==> src/rtl/code_pkg.sv <==
// Shared types and constants for the camera DPCM front end.
//   tempCode_t : one temporary JPEG-DC-style code (valid, size category, magnitude bits)
//   PRED_INIT  : predictor value used for the first pixel of every line
package code_pkg;

  typedef struct packed {
    logic        valid;
    logic [3:0]  size;
    logic [10:0] bits;
  } tempCode_t;

  localparam logic [7:0] PRED_INIT = 8'd128;

endpackage

==> src/rtl/code_if.sv <==
// DVP camera bus: pixel clock, frame sync, line valid and data byte.
//   master : the camera side, drives every signal
//   slave  : the capture side, samples every signal
interface code_if;
  logic       pclk;
  logic       vsync;
  logic       href;
  logic [7:0] data;

  modport master (output pclk, vsync, href, data);
  modport slave  (input  pclk, vsync, href, data);
endinterface

==> src/rtl/code_dpcm_coder.sv <==
// Per-channel DPCM coder: predicts from the previous pixel of the same row
// (PRED_INIT at the start of a line) and emits size category + magnitude bits.
//   clk, rst_n : clock, asynchronous active-low reset
//   en         : one-cycle strobe, val holds a new channel sample
//   first      : sample is column 0 of its line
//   val        : 8-bit channel sample
//   code       : registered code, valid pulses two cycles after en
module dpcm_coder
  import code_pkg::*;
(
  input  logic       clk,
  input  logic       rst_n,
  input  logic       en,
  input  logic       first,
  input  logic [7:0] val,
  output tempCode_t  code
);

  logic [7:0]        r_pred;
  logic signed [8:0] r_diff_p1;
  logic              r_vld_p1;
  logic [7:0]        w_ref;

  // Bit length of |d|; d never reaches -256 so the magnitude fits in 9 bits.
  function automatic logic [3:0] f_size(input logic signed [8:0] d);
    logic [8:0] mag;
    logic [3:0] s;
    mag = d[8] ? 9'(-d) : 9'(d);
    s   = 4'd0;
    for (int i = 0; i < 9; i++)
      if (mag[i]) s = 4'(i + 1);
    return s;
  endfunction

  // Negative values are coded as the low bits of d-1 (ones' complement of |d|).
  function automatic logic [10:0] f_bits(input logic signed [8:0] d, input logic [3:0] s);
    logic signed [10:0] t;
    logic [10:0]        mask;
    t    = d[8] ? 11'(d) - 11'sd1 : 11'(d);
    mask = (11'd1 << s) - 11'd1;
    return 11'(t) & mask;
  endfunction

  assign w_ref = first ? PRED_INIT : r_pred;

  // Stage p1: difference against predictor, predictor update
  always_ff @(posedge clk or negedge rst_n) begin
    if (!rst_n) begin
      r_pred    <= '0;
      r_diff_p1 <= '0;
      r_vld_p1  <= 1'b0;
    end else begin
      r_vld_p1 <= en;
      if (en) begin
        r_diff_p1 <= $signed({1'b0, val}) - $signed({1'b0, w_ref});
        r_pred    <= val;
      end
    end
  end

  // Stage p2: size category and magnitude bits; fields hold between pulses
  always_ff @(posedge clk or negedge rst_n) begin
    if (!rst_n) begin
      code <= '0;
    end else if (r_vld_p1) begin
      code.valid <= 1'b1;
      code.size  <= f_size(r_diff_p1);
      code.bits  <= f_bits(r_diff_p1, f_size(r_diff_p1));
    end else begin
      code.valid <= 1'b0;
    end
  end

endmodule

==> src/rtl/code_top.sv <==
// Camera front end: synchronises the DVP bus into clk, pairs RGB565 bytes into
// pixels, tracks row/column, expands to 8-bit R/G/B and DPCM-codes each channel.
//   clk, rst_n : sole clock, asynchronous active-low reset
//   cam        : DVP bus (pclk, vsync, href, data), sampled as plain data
//   out        : codes, index 0 = R, 1 = G, 2 = B; valid pulses together
module code_top
  import code_pkg::*;
#(
  parameter int WIDTH  = 24,
  parameter int HEIGHT = 16
) (
  input  logic            clk,
  input  logic            rst_n,
  code_if.slave           cam,
  output tempCode_t [2:0] out
);

  localparam int COL_W = $clog2(WIDTH + 1);
  localparam int ROW_W = $clog2(HEIGHT + 1);
  localparam logic [COL_W-1:0] COL_END = COL_W'(WIDTH);
  localparam logic [ROW_W-1:0] ROW_END = ROW_W'(HEIGHT);

  logic [1:0]       r_pclk_s, r_vsync_s, r_href_s;
  logic [7:0]       r_data_s0, r_data_s1;
  logic             r_pclk_d, r_href_d;
  logic             r_phase;
  logic [7:0]       r_hi;
  logic [COL_W-1:0] r_col;
  logic [ROW_W-1:0] r_row;
  logic [15:0]      r_pix_p0;
  logic             r_vld_p0, r_first_p0;
  logic             w_href, w_vsync, w_pclk_rise, w_href_fall, w_take;
  logic [7:0]       w_ch [3];

  always_ff @(posedge clk or negedge rst_n) begin
    if (!rst_n) begin
      r_pclk_s  <= '0;
      r_vsync_s <= '0;
      r_href_s  <= '0;
      r_data_s0 <= '0;
      r_data_s1 <= '0;
      r_pclk_d  <= 1'b0;
      r_href_d  <= 1'b0;
    end else begin
      r_pclk_s  <= {r_pclk_s[0], cam.pclk};
      r_vsync_s <= {r_vsync_s[0], cam.vsync};
      r_href_s  <= {r_href_s[0], cam.href};
      r_data_s0 <= cam.data;
      r_data_s1 <= r_data_s0;
      r_pclk_d  <= r_pclk_s[1];
      r_href_d  <= r_href_s[1];
    end
  end

  assign w_href      = r_href_s[1];
  assign w_vsync     = r_vsync_s[1];
  assign w_pclk_rise = r_pclk_s[1] & ~r_pclk_d;
  assign w_href_fall = r_href_d & ~w_href;
  assign w_take      = w_pclk_rise & w_href & ~w_vsync;

  // Stage p0: byte pairing and row/column tracking; vsync overrides everything
  always_ff @(posedge clk or negedge rst_n) begin
    if (!rst_n) begin
      r_phase    <= 1'b0;
      r_hi       <= '0;
      r_col      <= '0;
      r_row      <= '0;
      r_pix_p0   <= '0;
      r_vld_p0   <= 1'b0;
      r_first_p0 <= 1'b0;
    end else if (w_vsync) begin
      r_phase  <= 1'b0;
      r_col    <= '0;
      r_row    <= '0;
      r_vld_p0 <= 1'b0;
    end else begin
      r_vld_p0 <= 1'b0;
      // Dropping the phase while href is low discards a dangling odd byte.
      if (!w_href) r_phase <= 1'b0;
      if (w_href_fall) begin
        r_col <= '0;
        if (r_row != ROW_END) r_row <= r_row + 1'b1;
      end
      if (w_take) begin
        if (!r_phase) begin
          r_hi    <= r_data_s1;
          r_phase <= 1'b1;
        end else begin
          r_phase    <= 1'b0;
          r_pix_p0   <= {r_hi, r_data_s1};
          r_vld_p0   <= (r_col != COL_END) && (r_row != ROW_END);
          r_first_p0 <= (r_col == '0);
          if (r_col != COL_END) r_col <= r_col + 1'b1;
        end
      end
    end
  end

  // Replicate the top bits so full-scale 5/6-bit values map to 255.
  assign w_ch[0] = {r_pix_p0[15:11], r_pix_p0[15:13]};
  assign w_ch[1] = {r_pix_p0[10:5],  r_pix_p0[10:9]};
  assign w_ch[2] = {r_pix_p0[4:0],   r_pix_p0[4:2]};

  for (genvar g = 0; g < 3; g++) begin : g_ch
    dpcm_coder u_coder (
      .clk   (clk),
      .rst_n (rst_n),
      .en    (r_vld_p0),
      .first (r_first_p0),
      .val   (w_ch[g]),
      .code  (out[g])
    );
  end

endmodule

==> src/flat_wrapper.sv <==
// flat-port wrapper written by rule: the top's interface ports become plain ports
module code_top_flat import code_pkg::*;
#(
  parameter int WIDTH  = 24,
  parameter int HEIGHT = 16
)
  (clk, rst_n, out, cam_pclk, cam_vsync, cam_href, cam_data);
  code_if cam_i ();
  input  logic clk;
  input  logic rst_n;
  output tempCode_t [2:0] out;
  input wire logic [$bits(cam_i.pclk)-1:0] cam_pclk;
  input wire logic [$bits(cam_i.vsync)-1:0] cam_vsync;
  input wire logic [$bits(cam_i.href)-1:0] cam_href;
  input wire logic [$bits(cam_i.data)-1:0] cam_data;
  assign cam_i.pclk = cam_pclk;
  assign cam_i.vsync = cam_vsync;
  assign cam_i.href = cam_href;
  assign cam_i.data = cam_data;
  code_top #(.WIDTH(WIDTH), .HEIGHT(HEIGHT)) u_core (.clk(clk), .rst_n(rst_n), .cam(cam_i), .out(out));
endmodule
==> config.mk <==
export PLATFORM = sky130hd
export DESIGN_NAME = code_top_flat
export DESIGN_NICKNAME = d
export VERILOG_FILES = /design/src/rtl/code_pkg.sv /design/src/rtl/code_if.sv /design/src/rtl/code_dpcm_coder.sv /design/src/rtl/code_top.sv /design/src/flat_wrapper.sv
export SDC_FILE = /design/constraint.sdc
export NUM_CORES = 1
export LEC_CHECK = 0
export ABC_AREA = 1
export CAP_MARGIN = 40
export CORE_MARGIN = 2
export CORE_UTILIZATION = 60
export DETAILED_ROUTE_END_ITERATION = 12
export GPL_ROUTABILITY_DRIVEN = 0
export PLACE_DENSITY = 0.81
export SLEW_MARGIN = 20
export SYNTH_ARGS = -nofsm -noshare
export SYNTH_HDL_FRONTEND = slang
export SYNTH_HIERARCHICAL = 1
export SYNTH_SLANG_ARGS = --single-unit
==> constraint.sdc <==
create_clock -name clk -period 2.35 [get_ports clk]
set_input_delay 0.47 -clock clk [delete_from_list [all_inputs] [get_ports clk]]
set_output_delay 0.47 -clock clk [all_outputs]
set_load 0.05 [all_outputs]
Word level (Yosys, flattened, before mapping)
Cells that the tools add are included.
{"block": "totals", "output_inout_bits": 48, "mem_bits_ro": 0, "ramBits": 0, "reg_bits": 159, "n_memories": 0, "wordCells": 121, "inputBits": 13, "latch_bits": 0}
{"block": "classes", "n_mul": 0, "n_mux": 55, "shift": 3, "n_addsub": 14, "bitwise_logic": 11, "n_div": 0, "n_reduce_logical": 7, "order_cmp": 0, "n_eq_ne": 3}
{"op": "two-way mux 4 bit", "count": 27}
{"op": "two-way mux 5 bit", "count": 8}
{"op": "bitwise AND 11 bit", "count": 3}
{"op": "two-way mux 11 bit", "count": 3}
{"op": "left shift 1 x 4 -> 11 bit, first input constant", "count": 3}
{"op": "subtractor 11 x 1 -> 11 bit, second input constant", "count": 3}
{"op": "subtractor 9 x 2 -> 10 bit, second input constant", "count": 3}
{"op": "two-way mux 9 bit", "count": 3}
{"op": "negation 9 bit", "count": 3}
{"op": "subtractor 8 x 8 -> 9 bit", "count": 3}
{"op": "two-way mux 8 bit", "count": 3}
{"op": "two-way mux 1 bit", "count": 11}
{"op": "adder 5 x 1 -> 5 bit, second input constant", "count": 2}
{"op": "!= test 5 bit, second input constant", "count": 2}
{"op": "AND reduction 3 bit", "count": 2}
{"op": "logical NOT 5 bit", "count": 1}
{"op": "bitwise AND 1 bit", "count": 4}
{"op": "inverter 1 bit", "count": 4}
{"op": "nonzero test 2 bit", "count": 2}
{"op": "!= test 3 x 2 -> 1 bit, second input constant", "count": 1}
{"op": "AND reduction 2 bit", "count": 1}
{"op": "logical AND 1 bit", "count": 1}

Logic depth before layout (Yosys ltp)
{"block": "logic_depth", "ltp_word": 15, "ltp_mapped": 18}

Modules after synthesis
The synthesis kept the hierarchy.
{"module": "dpcm_coder (u_core.g_ch[1].u_coder ...)", "area_per_inst_um2": 2212.1, "instances": 2, "cells_per_inst": 284}
{"module": "code_top", "area_per_inst_um2": 2354.8, "instances": 1, "cells_per_inst": 222}
{"module": "dpcm_coder (u_core.g_ch[0].u_coder)", "area_per_inst_um2": 2194.6, "instances": 1, "cells_per_inst": 288}

Worst setup path before layout
No wires, ideal clock.
{"block": "synth_timing", "path_type": "register to register", "from": "register u_core.g_ch[1].u_coder.r_diff_p1[0]", "to": "register u_core/g_ch[1].u_coder/code[2] in the netlist's numbering", "setup_time_ns": 0.118, "arrival_time_ns": 2.058, "path_stages_with_launch": 17, "period_less_slack_ns": 2.176, "path_slack_ns": 0.174, "cell_sequence": "dfrtp_1 > inv_1 > ha_1 > nand2_1 > nand2_1 > nand2_1 > nand2_2 > inv_2 > nand2_1 > nand2_2 > nand2_4 > a21oi_4 > nand3b_1 > ha_1 > a21o_1 > nand3b_1 > nand2_1"}
{"block": "synth_via", "elab_chain_len": 15}
{"item": "start: declaration", "line_no": "code_dpcm_coder.sv:20", "rtl": "logic signed [8:0] r_diff_p1;"}
{"item": "start signal: assignment", "line_no": "code_dpcm_coder.sv:55", "rtl": "r_diff_p1 <= $signed({1'b0, val}) - $signed({1'b0, w_ref});"}
{"item": "negation 9 bit", "line_no": "code_dpcm_coder.sv:28", "rtl": "mag = d[8] ? 9'(-d) : 9'(d);"}
{"item": "two-way mux 9 bit", "line_no": "code_dpcm_coder.sv:28"}
{"item": "two-way mux 1 bit", "line_no": "code_dpcm_coder.sv:31", "rtl": "if (mag[i]) s = 4'(i + 1);"}
{"item": "two-way mux 4 bit (8 in a row)", "line_no": "code_dpcm_coder.sv:31"}
{"item": "two-way mux 4 bit", "line_no": "code_dpcm_coder.sv:65", "rtl": "end else if (r_vld_p1) begin"}
{"item": "left shift 1 x 4 -> 11 bit", "line_no": "code_dpcm_coder.sv:40", "rtl": "mask = (11'd1 << s) - 11'd1;"}
{"item": "subtractor 11 x 1 -> 11 bit", "line_no": "code_dpcm_coder.sv:40"}
{"item": "bitwise AND 11 bit *", "line_no": "code_dpcm_coder.sv:41", "rtl": "return 11'(t) & mask;"}
{"item": "end: declaration", "line_no": "code_dpcm_coder.sv:16", "rtl": "output tempCode_t code"}
Every way passes the cells marked *; elsewhere a longest branch is shown, timed or not. The select of a mux whose other input is x is not followed.
A chain may end at the register's enable or synchronous reset.

Worst setup path in the final report
{"block": "layout_timing", "from": "register u_core.g_ch[0].u_coder.r_diff_p1[1]", "to": "register u_core/g_ch[0].u_coder/code[1] in the netlist's numbering"}
{"block": "layout_via", "elab_chain_len": 14}
{"item": "start: declaration", "line_no": "code_dpcm_coder.sv:20"}
{"item": "start signal: assignment", "line_no": "code_dpcm_coder.sv:55"}
{"item": "negation 9 bit", "line_no": "code_dpcm_coder.sv:28"}
{"item": "two-way mux 9 bit", "line_no": "code_dpcm_coder.sv:28"}
{"item": "two-way mux 4 bit (8 in a row)", "line_no": "code_dpcm_coder.sv:31"}
{"item": "two-way mux 4 bit", "line_no": "code_dpcm_coder.sv:65"}
{"item": "left shift 1 x 4 -> 11 bit", "line_no": "code_dpcm_coder.sv:40"}
{"item": "subtractor 11 x 1 -> 11 bit", "line_no": "code_dpcm_coder.sv:40"}
{"item": "bitwise AND 11 bit *", "line_no": "code_dpcm_coder.sv:41"}
{"item": "end: declaration", "line_no": "code_dpcm_coder.sv:16"}
Marked as above.

==> flow_metrics.env <==
export IMPL_status="finished, violations left"
export IMPL_violations="setup timing"
export IMPL_synth_seq_cells=163
export IMPL_num_rows=44
export IMPL_yosysTopAreaCell="dfrtp_1"
export IMPL_clock_skew_ns=0.00742
export IMPL_final_cells=1388
export IMPL_seq_area_frac_synth=0.455
export IMPL_synth_common_cells="nand2_1, dfrtp_1, inv_1"
export IMPL_cp_max_fo=4
export IMPL_synth_edf_count=0
export IMPL_diodes=0
export IMPL_final_hold_viol_count=0
export IMPL_grtUsageMet1=0.325
export IMPL_ys_async_sr_fraction=1.00
export IMPL_setup_viol=2
export IMPL_vias=7564
export IMPL_grt_total_usage=0.239
export IMPL_wl_um=19500
export IMPL_critical_path_required_ns=2.66
export IMPL_overflow=0
export IMPL_crit_arrival_ns=2.71
export IMPL_dp_cells=1328
export IMPL_period_needed_ns=2.39
export IMPL_cts_clk_slew_worst_paths_ns=0.07
export IMPL_antenna_left=0
export IMPL_dr_pass1_iters=5
export IMPL_synth_flop_cell="dfrtp_1"
export IMPL_power_density_mw_per_mm2=720
export IMPL_cts_sinks=163
export IMPL_grt_max_degree=53
export IMPL_cp_top_family="simple AND/OR/NAND/NOR gates"
export IMPL_die_w_um=126
export IMPL_wl_per_cell_um=14.0
export IMPL_hp_class="reg -> reg"
export IMPL_dieArea_mm2=0.0160
export IMPL_synth_nets=1128
export IMPL_drt_iter0_markers=585
export IMPL_synth_cells=1078
export IMPL_num_io_pins=61
export IMPL_worst_path_buf_inv=1
export IMPL_nNetsFinal=1241
export IMPL_worst_slew_pin_slew_ns=0.609
export IMPL_met2_usage=0.386
export IMPL_use_met3=0.0456
export IMPL_synth_most_common_cell="nand2_1"
export IMPL_layout_drive_gt1_share=0.216
export IMPL_initial_core_util=0.615
export IMPL_max_freq_ghz=0.418
export IMPL_maxSlewHeadroom=0.593
export IMPL_fp_dieH_um=126
export IMPL_grt_pass1_vias=6910
export IMPL_grt_pass1_wl_um=31500
export IMPL_yosysTopAreaCellShare=0.455
export IMPL_clock_root_buffer="clkbuf_16"
export IMPL_cp_end_kind="register"
export IMPL_clock_latency_ns=0.43
export IMPL_cp_start_kind="register"
export IMPL_core_area_mm2=0.0146
export IMPL_viasPerCell=5.45
export IMPL_power_w=0.00787
export IMPL_synthDistinctLibCells=39
export IMPL_p_leak_nw=5.34
export IMPL_port_buffers=60
export IMPL_drc=0
export IMPL_cp_slowest_cell="dfrtp_1"
export IMPL_cts_buffers=17
export IMPL_finalCritPeriodShare=1.02
export IMPL_critPathMaxStageDelay_ns=0.43
export IMPL_cts_tree="done"
export IMPL_cts_buffer_depth=2
export IMPL_ys_warn_count=6
export IMPL_maxSlewViolCount=0
export IMPL_rsz0062_at_grt="yes"
export IMPL_synth_area_leaders="dfrtp_1, nand2_1, ha_1"
export IMPL_utilization=0.749
export IMPL_htreeDepth=4
export IMPL_netlist_area_mm2=0.00897
export IMPL_worst_slack_ns=-0.0434
export IMPL_gr_max_usage_layer="met2"
export IMPL_syn_area_per_cell_um2=8.32
export IMPL_synthToLayoutAreaGrowth_pct=21.8
export IMPL_worstSetupPathType="reg -> reg"
export IMPL_cap_violations=0
export IMPL_crit_chain="inv_2, ha_2, nand2_2, nand3_2, nand3_1, nand3_1, nand2_1, nand2_1, nand2_2, a21oi_4, nand3_2, ha_4, nor2_2, a32o_1"
export IMPL_antenna_found_initial=0
export IMPL_post_dp_hpwl_um=12900
export IMPL_peakVddDrop_v=0.000530
[registers in the layout (all words and copies together), names as in the netlist]
register	count
u_core/r_row	5
u_core/g_ch.u_coder/r_pred	24
u_core/r_pix_p0	16
u_core/r_pclk_d	1
u_core/r_phase	1
u_core/g_ch.u_coder/code	48
u_core/r_col	5
u_core/r_data_s0	8
u_core/r_hi	8
u_core/g_ch.u_coder/r_vld_p1	3
u_core/r_vsync_s	2
u_core/r_vld_p0	1
u_core/r_data_s1	8
u_core/g_ch.u_coder/r_diff_p1	27
u_core/r_href_d	1
u_core/r_pclk_s	2
u_core/r_first_p0	1
u_core/r_href_s	2
[where the power goes]
part | total, W | internal [W] | switching, W | leakage [nW]
Clock | 0.00280 | 0.00163 | 0.00118 | 0.293
Sequential | 0.00307 | 0.00293 | 0.000138 | 2.19
Combinational | 0.00200 | 0.000844 | 0.00116 | 2.86
Total | 0.00787 | 0.00540 | 0.00247 | 5.34
[through the flow]
step,TNS (ns),worst slack [ns],area (um2),hold slack [ns]
2_1_floorplan,0,0.174,8970,0.174
4_1_cts,-0.0354,-0.0256,10500,0.350
6_report,-0.0600,-0.0434,10900,0.348
3_5_place_dp,-0.359,-0.0953,9920,0.335
5_1_grt,-0.699,-0.153,10900,0.356
3_3_place_gp,-0.0458,-0.0411,9920,0.332
[cell type report]
class,instances,area [um2]
Clock buffer,18,439
Clock inverter,14,164
Fill cell,1043,3650
Inverter,134,513
Multi-Input combinational cell,755,4420
Sequential cell,163,4090
Tap cell,184,230
Timing Repair Buffer,120,1080
[logic make-up after synthesis]
group | count (synthesis) | share of synthesized area
AO/OA/AOI/OAI | 149 | 0.105
XOR/XNOR | 11 | 0.0107
adder cells (fa/ha/maj) | 37 | 0.0541
buffers and inverters | 160 | 0.0731
flip-flops | 163 | 0.455
AND/OR/NAND/NOR | 558 | 0.303
[final timing paths]
kind / from / endpoint / slack, ns / cells past startpoint
worst min register to register: u_core/r_data_s0[3] / u_core/r_data_s1[3] / 0.35 / 0
min in group asynchronous: rst_n / u_core/g_ch[1].u_coder/code[2] / 0.55 / 2
worst max-delay path: u_core/g_ch[0].u_coder/r_diff_p1[1] / u_core/g_ch[0].u_coder/code[1] / -0.04 / 14
max in group asynchronous: rst_n / u_core/g_ch[2].u_coder/r_diff_p1[3] / 1.12 / 3
worst min-delay path: u_core/r_data_s0[3] / u_core/r_data_s1[3] / 0.35 / 0
worst max register to register: u_core/g_ch[0].u_coder/r_diff_p1[1] / u_core/g_ch[0].u_coder/code[1] / -0.04 / 14
[layer usage]
layer  wire length, um  share of wire  vias to the layer above
met2              9540           0.49                      218
met3               822          0.042                       36
li1                  -              -                     3717
met5                 0              0                        -
met1              8710           0.45                     3593
met4               387          0.020                        0
[what timing repair did]
| item | CTS | global route |
|---|---|---|
| gates resized for setup | 3 | 59 |
| buffers inserted | 2 | 25 |
| gates cloned | 0 | 0 |
| setup endpoints to repair | 8 | 20 |
| pin swaps | 0 | 38 |
| hold buffers | 1 | 0 |
| hold endpoints to repair | 11 | 0 |
[placed cells by master (no fill, tap or decap), drive strengths merged]
master	instances
nand3b	10
inv	142
nand3	71
buf	60
o21ai	83
ha	34
o211ai	3
bufinv	2
o31ai	5
fa	3
a31oi	3
dlygate4sd3	1
a211o	3
clkbuf	18
nand4	26
nand2	372
clkinv	2
clkdlybuf4s50	59
dfrtp	163
a21oi	39
a32o	5
o22ai	6
nor3	8
a21o	2
xor2	11
nor2	71
clkinvlp	2
Power figures use the tool's default switching activity.
==> variant 1, RTL diff (same settings) <==
Reset style: synchronous (`rst_n`), changed in 4 clocked blocks. Comments in the files are not updated.
--- a/src/rtl/code_dpcm_coder.sv
+++ b/src/rtl/code_dpcm_coder.sv
@@ -46,3 +46,3 @@
   // Stage p1: difference against predictor, predictor update
-  always_ff @(posedge clk or negedge rst_n) begin
+  always_ff @(posedge clk) begin
     if (!rst_n) begin
@@ -61,3 +61,3 @@
   // Stage p2: size category and magnitude bits; fields hold between pulses
-  always_ff @(posedge clk or negedge rst_n) begin
+  always_ff @(posedge clk) begin
     if (!rst_n) begin
--- a/src/rtl/code_top.sv
+++ b/src/rtl/code_top.sv
@@ -34,3 +34,3 @@
 
-  always_ff @(posedge clk or negedge rst_n) begin
+  always_ff @(posedge clk) begin
     if (!rst_n) begin
@@ -61,3 +61,3 @@
   // Stage p0: byte pairing and row/column tracking; vsync overrides everything
-  always_ff @(posedge clk or negedge rst_n) begin
+  always_ff @(posedge clk) begin
     if (!rst_n) begin
Function: differs if rst_n is asserted again (counterexample within 10 cycles, from zero or initial values and one cycle with rst_n low); with rst_n held inactive, the same outputs for 10 cycles.
==> variant 1 against the original RTL <==
  * Count of clock-buffer cells in the layout decreased by 1
  * Area after synthesis fell by 4.7%
  * Sequential cell count is the same
  * Worst setup slack gained 0.11 ns
  * Cell count increased by 4.1%
  * Routed wire length decreased by 3.7%
  * First-iteration DRC count up 3.6%
  * Sequential share of layout area down 5.2 points
  * Non-clock buffer count is 23 lower
  * Design area is 7.1% lower
  * Synthesized cell count increased by 8.2%
  * Largest cell class unchanged
Power is not compared: it rests on default switching activity, and its combinational part moved more than twofold at a synthesized area within 25%.
==> variant 1: results (changes against the original RTL) <==
| Metric | Value |
|---|---|
| M2 GR Usage | `0.419 (+0.0338)` |
| Cell variety after synth | `46 (+18%)` |
| Met1 usage | `0.323 (-0.00145)` |
| Worst Max-Slew Pin Slew | `0.648 ns (+0.0383 ns)` |
| Dpl ws | `-0.0119 ns (+0.0834 ns)` |
| Vias | `7747 (+2.4%)` |
| Crit path max-delay cell type | `dfxtp_2` |
| Total length of routed met2 wires | `9160 um (-3.9%)` |
| Post-synth net total | `1216 (+7.8%)` |
| Register area share after synthesis | `0.382 (-0.0728)` |
| Synth Area per Inst | `7.33 um2 (-12%)` |
| Met1 WL | `8510 um (-2.3%)` |
| Nets | `1303 (+5.0%)` |
| Met3 Resource Use GR | `0.0507 (+0.00519)` |
| Outcome | `finished clean` |
| DR iter-0 viols | `606 (+3.6%)` |
| Number of global-route vias before repair | `7037 (+1.8%)` |
| TritonRoute pass-1 iters | `7 (+2)` |
| Xor and xnor area share after synthesis | `0.0215 (+0.0108)` |
| Min Tclk post-route | `2.29 ns (-0.107 ns)` |
| Arr. time, crit path | `2.60 ns (-0.11 ns)` |
| Final Instance Count excl. Fillers | `1445 (+4.1%)` |
| Post-synth top flop | `dfxtp_1` |
| Largest net degree at the start of global routing | `42 (-21%)` |
| Slack of the worst reg-to-reg path | `0.06 ns (+0.11 ns)` |
| Clock Skew | `0.00810 ns (+0.000679 ns)` |
| Layout cells sized above 1 | `0.162 (-0.0539)` |
==> variant 1: cell types whose count changed in the layout (fill, tap and decap cells not counted), sizes merged, moves of 7 or more <==
cell	unedited run	this run
dfxtp	0	163
nand3	71	59
o21ai	83	102
a21oi	39	91
buf	60	38
nor2	71	124
dfrtp	163	0
clkinv	2	10
inv	142	163
xor2	11	18
nand2	372	301
nand3b	10	0
o211ai	3	10
==> variant 1: layout make-up <==
class / count / area (um2) / area share
Multi-Input combinational cell: 808 / 4600 / 0.452
Clock inverter: 14 / 134 / 0.0132
Clock buffer: 17 / 425 / 0.0419
Inverter: 166 / 634 / 0.0624
Tap cell: 180 / 225 / 0.0222
Sequential cell: 163 / 3270 / 0.322
Timing Repair Buffer: 97 / 873 / 0.0860
==> variant 1: path summary, 6_finish.rpt <==
check	start	depth (start not counted)	endpoint
hold / removal	u_core/r_data_s0[0]	2	u_core/r_data_s1[0]
hold reg to reg	u_core/r_data_s0[0]	2	u_core/r_data_s1[0]
setup / recovery	u_core/g_ch[1].u_coder/r_diff_p1[0]	15	u_core/g_ch[1].u_coder/code[1]
setup reg to reg	u_core/g_ch[1].u_coder/r_diff_p1[0]	15	u_core/g_ch[1].u_coder/code[1]
==> variant 1: metrics by stage <==
step | utilization | total power, mW | setup TNS, ns
floorplan | - | 2.91 | 0
global placement | 0.679 | 2.96 | 0
detailed placement | 0.679 | 2.96 | -0.0119
CTS | 0.720 | 5.58 | 0
global route | 0.732 | 5.70 | -0.155
finish | 0.732 | 5.53 | 0
==> variant 1: cell families (layout without fill, tap and decap cells) <==
kind of cell,Yosys count,after routing
buffers and inverters,195,294
and+or+nand+nor,525,525
AOI/OAI and AO/OA,225,225
DFF,163,163
adders and majority gates,37,37
xor gates and xnor gates,21,21
==> variant 2, RTL diff (same flow settings) <==
Made on the original files. `WIDTH` is set to 24 in 2 places; all go to 48.
--- a/src/rtl/code_top.sv
+++ b/src/rtl/code_top.sv
@@ -8,3 +8,3 @@
 #(
-  parameter int WIDTH  = 24,
+  parameter int WIDTH  = 48,
   parameter int HEIGHT = 16
--- a/src/flat_wrapper.sv
+++ b/src/flat_wrapper.sv
@@ -3,3 +3,3 @@
 #(
-  parameter int WIDTH  = 24,
+  parameter int WIDTH  = 48,
   parameter int HEIGHT = 16
Formal check against the unedited RTL: no difference found for any inputs over 10 cycles, from zero or initial values and one cycle with rst_n low; that may be too few to reach the edited logic, so the function may still have changed.
==> variant 2 against the original RTL <==
  * Routed wire length decreased by 0.49%
  * Core utilization down 1.3 points
  * Power up 1.5%
  * Design area increased by 1.3%
  * Area after synthesis is 1.4% higher
  * Worst setup slack improved by 0.059 ns
  * Fmax rose by 2.5%
  * Non-clock buffer count is 3 lower
  * Sequential share of layout area decreased by 0.23 points
  * Sequential cell count up 1
  * Global-route usage rose by 0.64 points
  * Critical path type unchanged
==> variant 2: results (changes against the original RTL) <==
| Metric | Value |
|---|---|
| Outcome | `finished clean` |
| Cells after DPL | `1347 (+1.4%)` |
| Rel. slew slack | `0.605 (+0.0113)` |
| Psw | `2.48 mW (+0.18%)` |
| Initial antenna violation count | `0 (unchanged)` |
| Worst hold path class | `flip-flop to flip-flop` |
| Peak VDD IR | `0.578 mV (+9.2%)` |
| Max reg flops | `48 (unchanged)` |
| Dpl ws | `-0.0375 ns (+0.0578 ns)` |
| Async set-reset flop share out of synthesis | `1.00 (unchanged)` |
| Commonest non-fill, non-tap cell in the layout | `nand2_1` |
| Synth warnings | `6 (unchanged)` |
| Total power | `7.99 mW (+1.5%)` |
| Synth Area per Inst | `8.31 um2 (-0.13%)` |
| Vias | `7509 (-0.73%)` |
| Largest net degree at the start of global routing | `60 (+13%)` |
| Fill count | `1087 (+4.2%)` |
| Hold WS | `0.347 ns (-0.00139 ns)` |
| Beginning of the worst hold path | `u_core/r_vsync_s[0]` |
| Worst Hold Path EP | `u_core/r_vsync_s[1]` |
| Tot GR Track Use | `0.245 (+0.00642)` |
| Avg Vias per Cell | `5.34 (-1.9%)` |
| TritonRoute pass-1 iters | `6 (+1)` |
| Post-synth net total | `1144 (+1.4%)` |
| Crit path max-delay cell type | `dfrtp_1` |
| DR iter-0 viols | `440 (-25%)` |
| Clock Skew | `0.0112 ns (+0.00373 ns)` |
| Register area share after synthesis | `0.451 (-0.00331)` |
| Arr. time, crit path | `2.65 ns (-0.06 ns)` |
| Die area | `16200 um2 (+1.3%)` |
| Synth Area in Compound Gates | `0.104 (-0.000708)` |
| Global-route wire length before repair | `32400 um (+3.0%)` |
| Grt ovf | `0 (unchanged)` |
| CTS buffer count | `17 (unchanged)` |
| Post-synthesis adder-cell area fraction | `0.0534 (-0.000722)` |
| Number of global-route vias before repair | `7137 (+3.3%)` |
| Top post-synthesis cells by area | `dfrtp_1 45%, nand2_1 13%, ha_1 4.7%, inv_1 4.5%, nand3_1 3.4%` |
| Final wirelength | `19400 um (-0.49%)` |
| Diode count | `0 (unchanged)` |
| R2r worst-path depth | `14 (unchanged)` |
| Layout cells sized above 1 | `0.221 (+0.00509)` |
| Cell variety after synth | `40 (+2.6%)` |
| Final Hold Vio Count | `0 (unchanged)` |
| Post-synth top flop | `dfrtp_1` |
| P_comb | `1.96 mW (-2%)` |
| Longest Clk Path Bufs | `2 (unchanged)` |
| CP max stage delay | `0.44 ns` |
| Clk pwr | `2.95 mW (+5%)` |
| Clk slew on worst S/H paths | `0.07 ns (about the same)` |
| Critical path's top delay family | `simple AND/OR/NAND/NOR gates` |
| Top cells by count, synth | `319 x nand2_1, 164 x dfrtp_1, 108 x inv_1` |
| HPWL Detailed | `12900 um (-0.15%)` |
| Xor and xnor area share after synthesis | `0.0106 (-0.000143)` |
| Standby leakage power | `5.41 nW (+1.2%)` |
| Largest regs | `u_core/g_ch.u_coder/code: 48 flops, u_core/g_ch.u_coder/r_diff_p1: 27 flops, u_core/g_ch.u_coder/r_pred: 24 flops` |
variant 2: metal layers:
metal  share of wire  global-route usage  vias to the layer above
met5               0                   0                        -
met4           0.018              0.0853                        0
met3           0.041              0.0410                       29
met2            0.49               0.414                      197
met1            0.45               0.324                     3542
li1                -                   -                     3741
variant 2: what timing repair did:
item	4_1_cts	5_1_grt
buffers inserted	1	24
pin swaps	0	21
hold buffers	1	0
setup endpoints to repair	5	27
hold endpoints to repair	44	0
resized for setup	3	53
variant 2: layout make-up:
class	count	area, um2	share of cell area
Sequential cell	164	4110	0.372
Multi-Input combinational cell	769	4510	0.407
Tap cell	188	235	0.0212
Timing Repair Buffer	117	1070	0.0970
Inverter	135	517	0.0467
Clock buffer	18	439	0.0397
Clock inverter	14	188	0.0170
variant 2: metrics by stage:
stage               area (um2)  TNS [ns]
finish                   11100         0
global route             11100    -0.314
CTS                      10700         0
detailed placement       10000    -0.114
global placement         10000         0
floorplan                 9090         0
